[src/rtl/fifo_burst_reader.sv]
// fifo_burst_reader
// Read-domain consumer for the dual-clock fifo. A start pulse pops exactly
// burst_len words from the show-ahead FIFO read port. Each word is presented
// downstream on a valid/ready handshake through a two-entry buffer (main + skid).
// A buffer that never holds more than two words means that downstream
// back-pressure cannot drop a word and cannot over-read the FIFO.
//
// Optional feature: define FIFO_BURST_READER_ABORT_EN to add the 'abort' input.
// An abort ends an active burst at the next edge and discards any buffered words.
//
// Ports
//   rclk        read-domain clock (rising edge)
//   rrst        asynchronous active-high reset
//   start       burst request; sampled only in IDLE
//   burst_len   number of words to pop; sampled with start
//   rdata       FIFO read data (show-ahead, valid while rempty=0)
//   rempty      FIFO empty flag
//   rinc        FIFO pop strobe (combinational)
//   dout        output word
//   dout_valid  dout holds a word
//   dout_ready  downstream accepts; transfer = dout_valid & dout_ready
//   busy        burst in progress (READ or DRAIN)
//   done        one-cycle pulse at the end of a burst
//   remaining   words still to be popped in the current burst
//   abort       (FIFO_BURST_READER_ABORT_EN only) terminate the active burst
module fifo_burst_reader #(
    parameter int unsigned DSIZE = 5,
    parameter int unsigned LSIZE = 5
) (
    input  logic             rclk,
    input  logic             rrst,
    input  logic             start,
    input  logic [LSIZE-1:0] burst_len,
    input  logic [DSIZE-1:0] rdata,
    input  logic             rempty,
    output logic             rinc,
    output logic [DSIZE-1:0] dout,
    output logic             dout_valid,
    input  logic             dout_ready,
    output logic             busy,
    output logic             done,
    output logic [LSIZE-1:0] remaining
`ifdef FIFO_BURST_READER_ABORT_EN
    ,
    input  logic             abort
`endif
);

    typedef enum logic [1:0] {
        IDLE  = 2'd0,
        READ  = 2'd1,
        DRAIN = 2'd2
    } state_t;

    state_t           state;
    state_t           state_nxt;

    logic [DSIZE-1:0] skid_q;
    logic             skid_v;

    logic [DSIZE-1:0] main_nxt;
    logic             main_v_nxt;
    logic [DSIZE-1:0] skid_nxt;
    logic             skid_v_nxt;
    logic [LSIZE-1:0] rem_nxt;
    logic             done_nxt;

    logic [1:0]       cnt;
    logic             xfer;
    logic             abort_act;

    // Buffer occupancy and downstream transfer.
    assign cnt  = {1'b0, dout_valid} + {1'b0, skid_v};
    assign xfer = dout_valid & dout_ready;

    // Abort only acts while a burst is running.
`ifdef FIFO_BURST_READER_ABORT_EN
    assign abort_act = abort & (state != IDLE);
`else
    assign abort_act = 1'b0;
`endif

    // Next-state, pop strobe and buffer steering.
    always_comb begin
        state_nxt  = state;
        rem_nxt    = remaining;
        done_nxt   = 1'b0;
        main_nxt   = dout;
        main_v_nxt = dout_valid;
        skid_nxt   = skid_q;
        skid_v_nxt = skid_v;
        rinc       = 1'b0;

        // cnt<2 guarantees the popped word always has a free slot.
        rinc = (state == READ) && !rempty && (remaining != '0) &&
               (cnt < 2'd2) && !abort_act;

        // A word leaving main is replaced by skid if present, else by the new pop.
        if (xfer) begin
            if (skid_v) begin
                main_nxt = skid_q;
                if (rinc) begin
                    skid_nxt = rdata;
                end else begin
                    skid_v_nxt = 1'b0;
                end
            end else if (rinc) begin
                main_nxt = rdata;
            end else begin
                main_v_nxt = 1'b0;
            end
        end else if (rinc) begin
            if (!dout_valid) begin
                main_nxt   = rdata;
                main_v_nxt = 1'b1;
            end else begin
                skid_nxt   = rdata;
                skid_v_nxt = 1'b1;
            end
        end

        if (rinc) begin
            rem_nxt = remaining - LSIZE'(1);
        end

        case (state)
            IDLE: begin
                if (start) begin
                    if (burst_len != '0) begin
                        rem_nxt   = burst_len;
                        state_nxt = READ;
                    end else begin
                        done_nxt = 1'b1;
                    end
                end
            end
            READ: begin
                if (rinc && (remaining == LSIZE'(1))) begin
                    state_nxt = DRAIN;
                end
            end
            DRAIN: begin
                // Burst ends when the last buffered word has been accepted.
                if (!main_v_nxt) begin
                    state_nxt = IDLE;
                    done_nxt  = 1'b1;
                end
            end
            default: begin
                state_nxt = IDLE;
            end
        endcase

        if (abort_act) begin
            state_nxt  = IDLE;
            rem_nxt    = '0;
            main_v_nxt = 1'b0;
            skid_v_nxt = 1'b0;
            done_nxt   = 1'b1;
        end
    end

    // State, buffer and status registers.
    always_ff @(posedge rclk or posedge rrst) begin
        if (rrst) begin
            state      <= IDLE;
            remaining  <= '0;
            dout       <= '0;
            dout_valid <= 1'b0;
            skid_q     <= '0;
            skid_v     <= 1'b0;
            busy       <= 1'b0;
            done       <= 1'b0;
        end else begin
            state      <= state_nxt;
            remaining  <= rem_nxt;
            dout       <= main_nxt;
            dout_valid <= main_v_nxt;
            skid_q     <= skid_nxt;
            skid_v     <= skid_v_nxt;
            busy       <= (state_nxt != IDLE);
            done       <= done_nxt;
        end
    end

endmodule

[config.mk]
export PLATFORM = sky130hd
export DESIGN_NAME = fifo_burst_reader
export DESIGN_NICKNAME = d
export VERILOG_FILES = /design/src/rtl/fifo_burst_reader.sv
export SDC_FILE = /design/constraint.sdc
export NUM_CORES = 1
export LEC_CHECK = 0
export ABC_AREA = 1
export BUFFER_PORTS_ARGS = -buffer_cell sky130_fd_sc_hd__buf_4
export CAP_MARGIN = 30
export CORE_UTILIZATION = 46
export DETAILED_ROUTE_END_ITERATION = 12
export GPL_TIMING_DRIVEN = 0
export HOLD_SLACK_MARGIN = 0.15
export MAX_ROUTING_LAYER = met4
export PLACE_DENSITY = 0.76
export RECOVER_POWER = 25
export REMOVE_ABC_BUFFERS = 1
export SLEW_MARGIN = 5
export SYNTH_ARGS = -nofsm -noshare
export SYNTH_HDL_FRONTEND = slang
export SYNTH_SLANG_ARGS = --single-unit
[constraint.sdc]
create_clock -name rclk -period 1.4 [get_ports rclk]
set_input_delay 0.21 -clock rclk [delete_from_list [all_inputs] [get_ports rclk]]
set_output_delay 0.21 -clock rclk [all_outputs]
set_load 0.005 [all_outputs]
After elaboration in Yosys (flattened, before gate mapping)

Cells that the tools add are included.

Bits in registers: 21
Word-level logic and storage cells: 64

Add/sub/neg operators: 2
Bitwise logic cells: 1
Equality and inequality tests: 6
Reductions and logical operators: 15
Multiplexer cells: 31
$lt $le $gt $ge: 1

Operators by type and width:

| cell                                                   | count |
|---|---|
| two-way mux 5 bit                                      | 13 |
| two-way mux 1 bit                                      | 12 |
| nonzero test 5 bit                                     | 2 |
| two-way mux 2 bit                                      | 4 |
| nonzero test 2 bit                                     | 4 |
| case mux 2 bit (3 select lines)                        | 1 |
| equality test 5 x 1 -> 1 bit (second input constant)   | 1 |
| subtractor 5 x 1 -> 5 bit (second input constant)      | 1 |
| logical AND 1 bit                                      | 4 |
| inequality test 2 bit (second input constant)          | 2 |
| AND reduction 4 bit                                    | 1 |
| AND reduction 3 bit                                    | 1 |
| adder 1 x 1 -> 2 bit                                   | 1 |
| equality test 2 x 1 -> 1 bit (second input constant)   | 1 |
| equality test 2 bit (second input constant)            | 1 |
| zero test 2 bit                                        | 1 |
| < comparator 2 bit (second input constant)             | 1 |
| inequality test 2 x 1 -> 1 bit (second input constant) | 1 |
| case mux 1 bit (2 select lines)                        | 1 |
| AND reduction 2 bit                                    | 1 |
| AND 1 bit                                              | 1 |
| zero test 1 bit                                        | 1 |

Logic depth before layout (Yosys ltp)

Depth after elaboration: 10
Depth in mapped cells: 11
Mapped depth without buffers: 11

Worst setup path after synthesis

No wires, ideal clock.

Path kind: register to register
Start: reg remaining[0]
End: reg busy
Clock period less this slack: 1.372 ns
Path slack: 0.028 ns
Stages on the path, launching flop included: 10
Library setup time: 0.132 ns
Arrival time: 1.240 ns
Cells stage by stage: dfrtp_1 > inv_1 > ha_1 > inv_1 > nor2_1 > nand2_2 > nand2_4 > nand2_1 > nand3_1 > nand4_1

Cells in the longest elaborated chain, start to end: 9

RTL lines:

| element                             | RTL line | RTL |
|---|---|---|
| from (decl)                         | 42       | `output logic [LSIZE-1:0] remaining` |
| from (signal assigned)              | 176      | `remaining <= rem_nxt;` |
| nonzero test 5 bit (*)              | 95       | `rinc = (state == READ) && !rempty && (remaining != '0) &&` |
| logical AND 1 bit (*) (2 in series) | 95       |  |
| two-way mux 1 bit                   | 107      | `end else if (rinc) begin` |
| two-way mux 1 bit                   | 100      | `if (skid_v) begin` |
| two-way mux 1 bit (*)               | 99       | `if (xfer) begin` |
| named net main_v_nxt                | 62       | `logic main_v_nxt;` |
| two-way mux 2 bit (*)               | 144      | `if (!main_v_nxt) begin` |
| case mux 2 bit (3 select lines) (*) | 126      | `case (state)` |
| nonzero test 2 bit (*)              | 181      | `busy <= (state_nxt != IDLE);` |
| to (signal assigned)                | 181      |  |
| to (decl)                           | 40       | `output logic busy,` |

The timed path passes the listed nets; every way through them passes the cells marked *.
A chain may end at the register's enable or synchronous reset.

Worst setup path in the final report

Start: reg remaining[1]
End: out rinc

Cells in the longest elaborated chain, start to end: 3

RTL lines:

| element                         | RTL line | RTL |
|---|---|---|
| nonzero test 5 bit              | 95       |  |
| logical AND 1 bit (2 in series) | 95       |  |
| to (decl)                       | 36       | `output logic rinc,` |

Every way passes these cells.

==> results.sh <==
export IMPL_die_width_um=51.97
export IMPL_clock_sinks=21
export IMPL_level_count_of_the_clock_h_tree=1
export IMPL_stdcell_count=235
export IMPL_postLayoutCellArea_sq_mm=0.001733
export IMPL_min_period_ns=1.586
export IMPL_synth_yosys_warnings=0
export IMPL_synth_distinct_cells=20
export IMPL_avgSynthCellArea_sq_um=7.709
export IMPL_fp_row_count=17
export IMPL_post_route_cells_drive_above_1_share_pct=36.23
export IMPL_postSynthCellCount=149
export IMPL_global_route_wire_length_before_repair_mm=4.574
export IMPL_whs_ns=0.1652
export IMPL_grt_pass1_vias=1106
export IMPL_floorplan_die_height_um=51.97
export IMPL_final_antenna_net_count=0
export IMPL_slew_headroom_pct=47.60
export IMPL_postLayoutSetupSlackWorst_ns=-0.1863
export IMPL_path_max_fanout=2
export IMPL_violations="setup timing"
export IMPL_track_usage_pct=24.19
export IMPL_worst_clock_skew_ns=0.002879
export IMPL_yosys_area_top_type="sky130_fd_sc_hd__dfrtp_1"
export IMPL_detail_route_wirelength_mm=2.898
export IMPL_min_delay_path_class="in2reg"
export IMPL_route_vias_total=1163
export IMPL_clkTransAtPathRegs_ns=0.12
export IMPL_floorplan_core_area_sq_mm=0.002276
export IMPL_cts_buffers_inserted=3
export IMPL_floorplan_initialDensity_pct=50.47
export IMPL_path_class="reg2out"
export IMPL_detail_route_iter0_violations=36
export IMPL_avg_vias_per_cell=4.949
export IMPL_layout_worst_path_cycle_share_pct=113.3
export IMPL_arrival_ns=1.38
export IMPL_placement_setup_worst_slack_ns=-0.1156
export IMPL_grt_max_degree=22
export IMPL_cts_tree="built"
export IMPL_endpoint_kind="output port"
export IMPL_floorplan_io_pins=29
export IMPL_global_route_usage_met2_pct=44.02
export IMPL_final_setup_viol_count=16
export IMPL_worst_slew_pin_slew_ns=0.7852
export IMPL_synth_area_leaders="sky130_fd_sc_hd__dfrtp_1, sky130_fd_sc_hd__nand2_1, sky130_fd_sc_hd__inv_1"
export IMPL_full_die_area_sq_mm=0.002701
export IMPL_synth_edff_count=0
export IMPL_netlist_top_cells_count="sky130_fd_sc_hd__nand2_1, sky130_fd_sc_hd__dfrtp_1, sky130_fd_sc_hd__inv_1"
export IMPL_busiest_layer="met2"
export IMPL_powerDensity_mw_per_mm2=1963
export IMPL_placed_area_sq_mm=0.001394
export IMPL_yosysMostFrequentCell="sky130_fd_sc_hd__nand2_1"
export IMPL_grt_antenna_before_repair=0
export IMPL_ys_dominant_reg_cell="sky130_fd_sc_hd__dfrtp_1"
export IMPL_globalRouteMet3Util_pct=3.801
export IMPL_totalNegativeSetupSlack_ns=-1.289
export IMPL_finish_net_count=226
export IMPL_place_inst=205
export IMPL_slowest_stage="sky130_fd_sc_hd__dfrtp_1"
export IMPL_critical_path_cell_chain="inv_2 -> ha_4 -> inv_4 -> nor2_4 -> nand2_4 -> nand2_4 -> nor2_8 -> buf_6"
export IMPL_global_route_usage_met1_pct=25.79
export IMPL_area_growth_pct=50.87
export IMPL_clock_insertion_delay_worst_skew_ns=0.32
export IMPL_ir_drop_mv=1.307
export IMPL_slowest_delay_ns=0.42
export IMPL_synth_seq_area_share_pct=45.75
export IMPL_worstSetupStartpointType="flop"
export IMPL_report_power_total_mw=3.401
export IMPL_clock_root_buffer="sky130_fd_sc_hd__clkbuf_4"
export IMPL_drt_wirelength_per_cell_um=12.33
export IMPL_fmax_mhz=630.4
export IMPL_power_leakage_nw=0.9103
export IMPL_fraction_of_registers_with_async_set_reset_pct=100.0
export IMPL_yosys_register_bits=21
export IMPL_hold_fails_final_rpt=0
export IMPL_layout_core_utilization_pct=76.14
export IMPL_clk_path_buf_depth=2
export IMPL_cp_required_ns=1.19
export IMPL_io_buffer_count=28
export IMPL_syn_cell_area_sq_mm=0.001149
export IMPL_rsz0062_at_grt="yes"
export IMPL_dr_pass1_iters=4
export IMPL_globalplace_congestion=0.7886
export IMPL_status="complete, but fails checks"
export IMPL_path_common_cell="sky130_fd_sc_hd__nand2_4"
export IMPL_max_cap_violations=0
export IMPL_dpl_hpwl_mm=1.746
export IMPL_grt_overflow_total=0
export IMPL_synth_top_cell_area_share_pct=45.75
export IMPL_antenna_cells=0
export IMPL_drc=0
export IMPL_pins_over_their_slew_limit=0
power breakdown:
group / internal, mW / switching [mW] / total [mW] / leakage [nW]
clock: 0.107 / 0.203 / 0.310 / 0.0177
sequential: 0.875 / 0.190 / 1.06 / 0.256
combinational: 0.929 / 1.10 / 2.03 / 0.636
total: 1.91 / 1.49 / 3.40 / 0.910
sequential cells by signal, indices dropped and copies added (netlist names):
| signal | flops |
|---|---|
| dout | 5 |
| remaining | 5 |
| skid_q | 5 |
| state | 2 |
| busy | 1 |
| done | 1 |
| dout_valid | 1 |
| skid_v | 1 |
final cells by class:
class | count | area [sq um]
clock buffer | 3 | 22.52
clock inverter | 1 | 5.005
fill | 155 | 543.0
inverter | 23 | 88.84
multi-input combinational | 107 | 630.6
sequential | 21 | 525.5
tap | 28 | 35.03
timing repair buffer | 52 | 425.4
critical path: cells and delay by family, from the launching register on:
family / cells / cell delay [ns]
fa+ha+maj: 1 / 0.14
buf+inv: 3 / 0.23
flops: 1 / 0.42
simple gates: 4 / 0.28
layer usage:
metal | vias up | wire length (um)
met5 | - | 0
met4 | 0 | 31
met3 | 2 | 83
met2 | 33 | 1577
met1 | 549 | 1205
li1 | 579 | -
layout by cell type (no fill, tap or decap):
cell	count
sky130_fd_sc_hd__nand2_1	58
sky130_fd_sc_hd__o21ai_1	5
sky130_fd_sc_hd__nor2_8	1
sky130_fd_sc_hd__clkbuf_4	10
sky130_fd_sc_hd__ha_1	1
sky130_fd_sc_hd__buf_6	2
sky130_fd_sc_hd__nand4_1	2
sky130_fd_sc_hd__inv_4	1
sky130_fd_sc_hd__nand3_4	1
sky130_fd_sc_hd__nand3_2	2
sky130_fd_sc_hd__o22ai_2	1
sky130_fd_sc_hd__nor3_1	1
sky130_fd_sc_hd__nor2_1	3
sky130_fd_sc_hd__nand3_1	4
sky130_fd_sc_hd__clkinv_2	1
sky130_fd_sc_hd__xor2_1	1
sky130_fd_sc_hd__inv_2	6
sky130_fd_sc_hd__dfrtp_1	21
sky130_fd_sc_hd__buf_4	32
sky130_fd_sc_hd__nand2_2	5
sky130_fd_sc_hd__inv_1	16
sky130_fd_sc_hd__nor2_2	3
sky130_fd_sc_hd__ha_4	2
sky130_fd_sc_hd__nor2_4	4
sky130_fd_sc_hd__nand2_4	2
sky130_fd_sc_hd__nand3b_1	1
sky130_fd_sc_hd__dlygate4sd3_1	11
sky130_fd_sc_hd__o21ai_0	8
sky130_fd_sc_hd__o21ai_4	2
final timing paths:
path,start,slack (ns),cells past startpoint,to
max,remaining[1],-0.19,8,rinc
min,dout_ready,0.17,4,skid_v
max reg2reg,remaining[1],-0.14,12,skid_q[3]
min reg2reg,skid_q[3],0.51,2,skid_q[3]
max in group asynchronous,rrst,0.33,3,skid_v
min in group asynchronous,rrst,0.58,3,dout[4]
kinds of logic (layout without fill, tap and decap cells):
kind of cell    count (synthesis)  in the layout  share of synthesized area, %
fa+ha+maj                       3              3                         3.268
buf+inv                        23             79                         7.516
simple gates                   86             87                         35.08
xor+xnor                        1              1                        0.7627
flops                          21             21                         45.75
compound gates                 15             16                         7.626
repair_timing:
item / 4_1_cts / 5_1_grt
buffers inserted: 9 / 5
gates resized for setup: 16 / 13
setup endpoints to repair: 21 / 22
hold endpoints to repair: 31 / 0
pin swaps: 13 / 13
hold buffers: 11 / 0
gates cloned: 2 / 0
No activity file was read; power rests on OpenSTA's default activity.
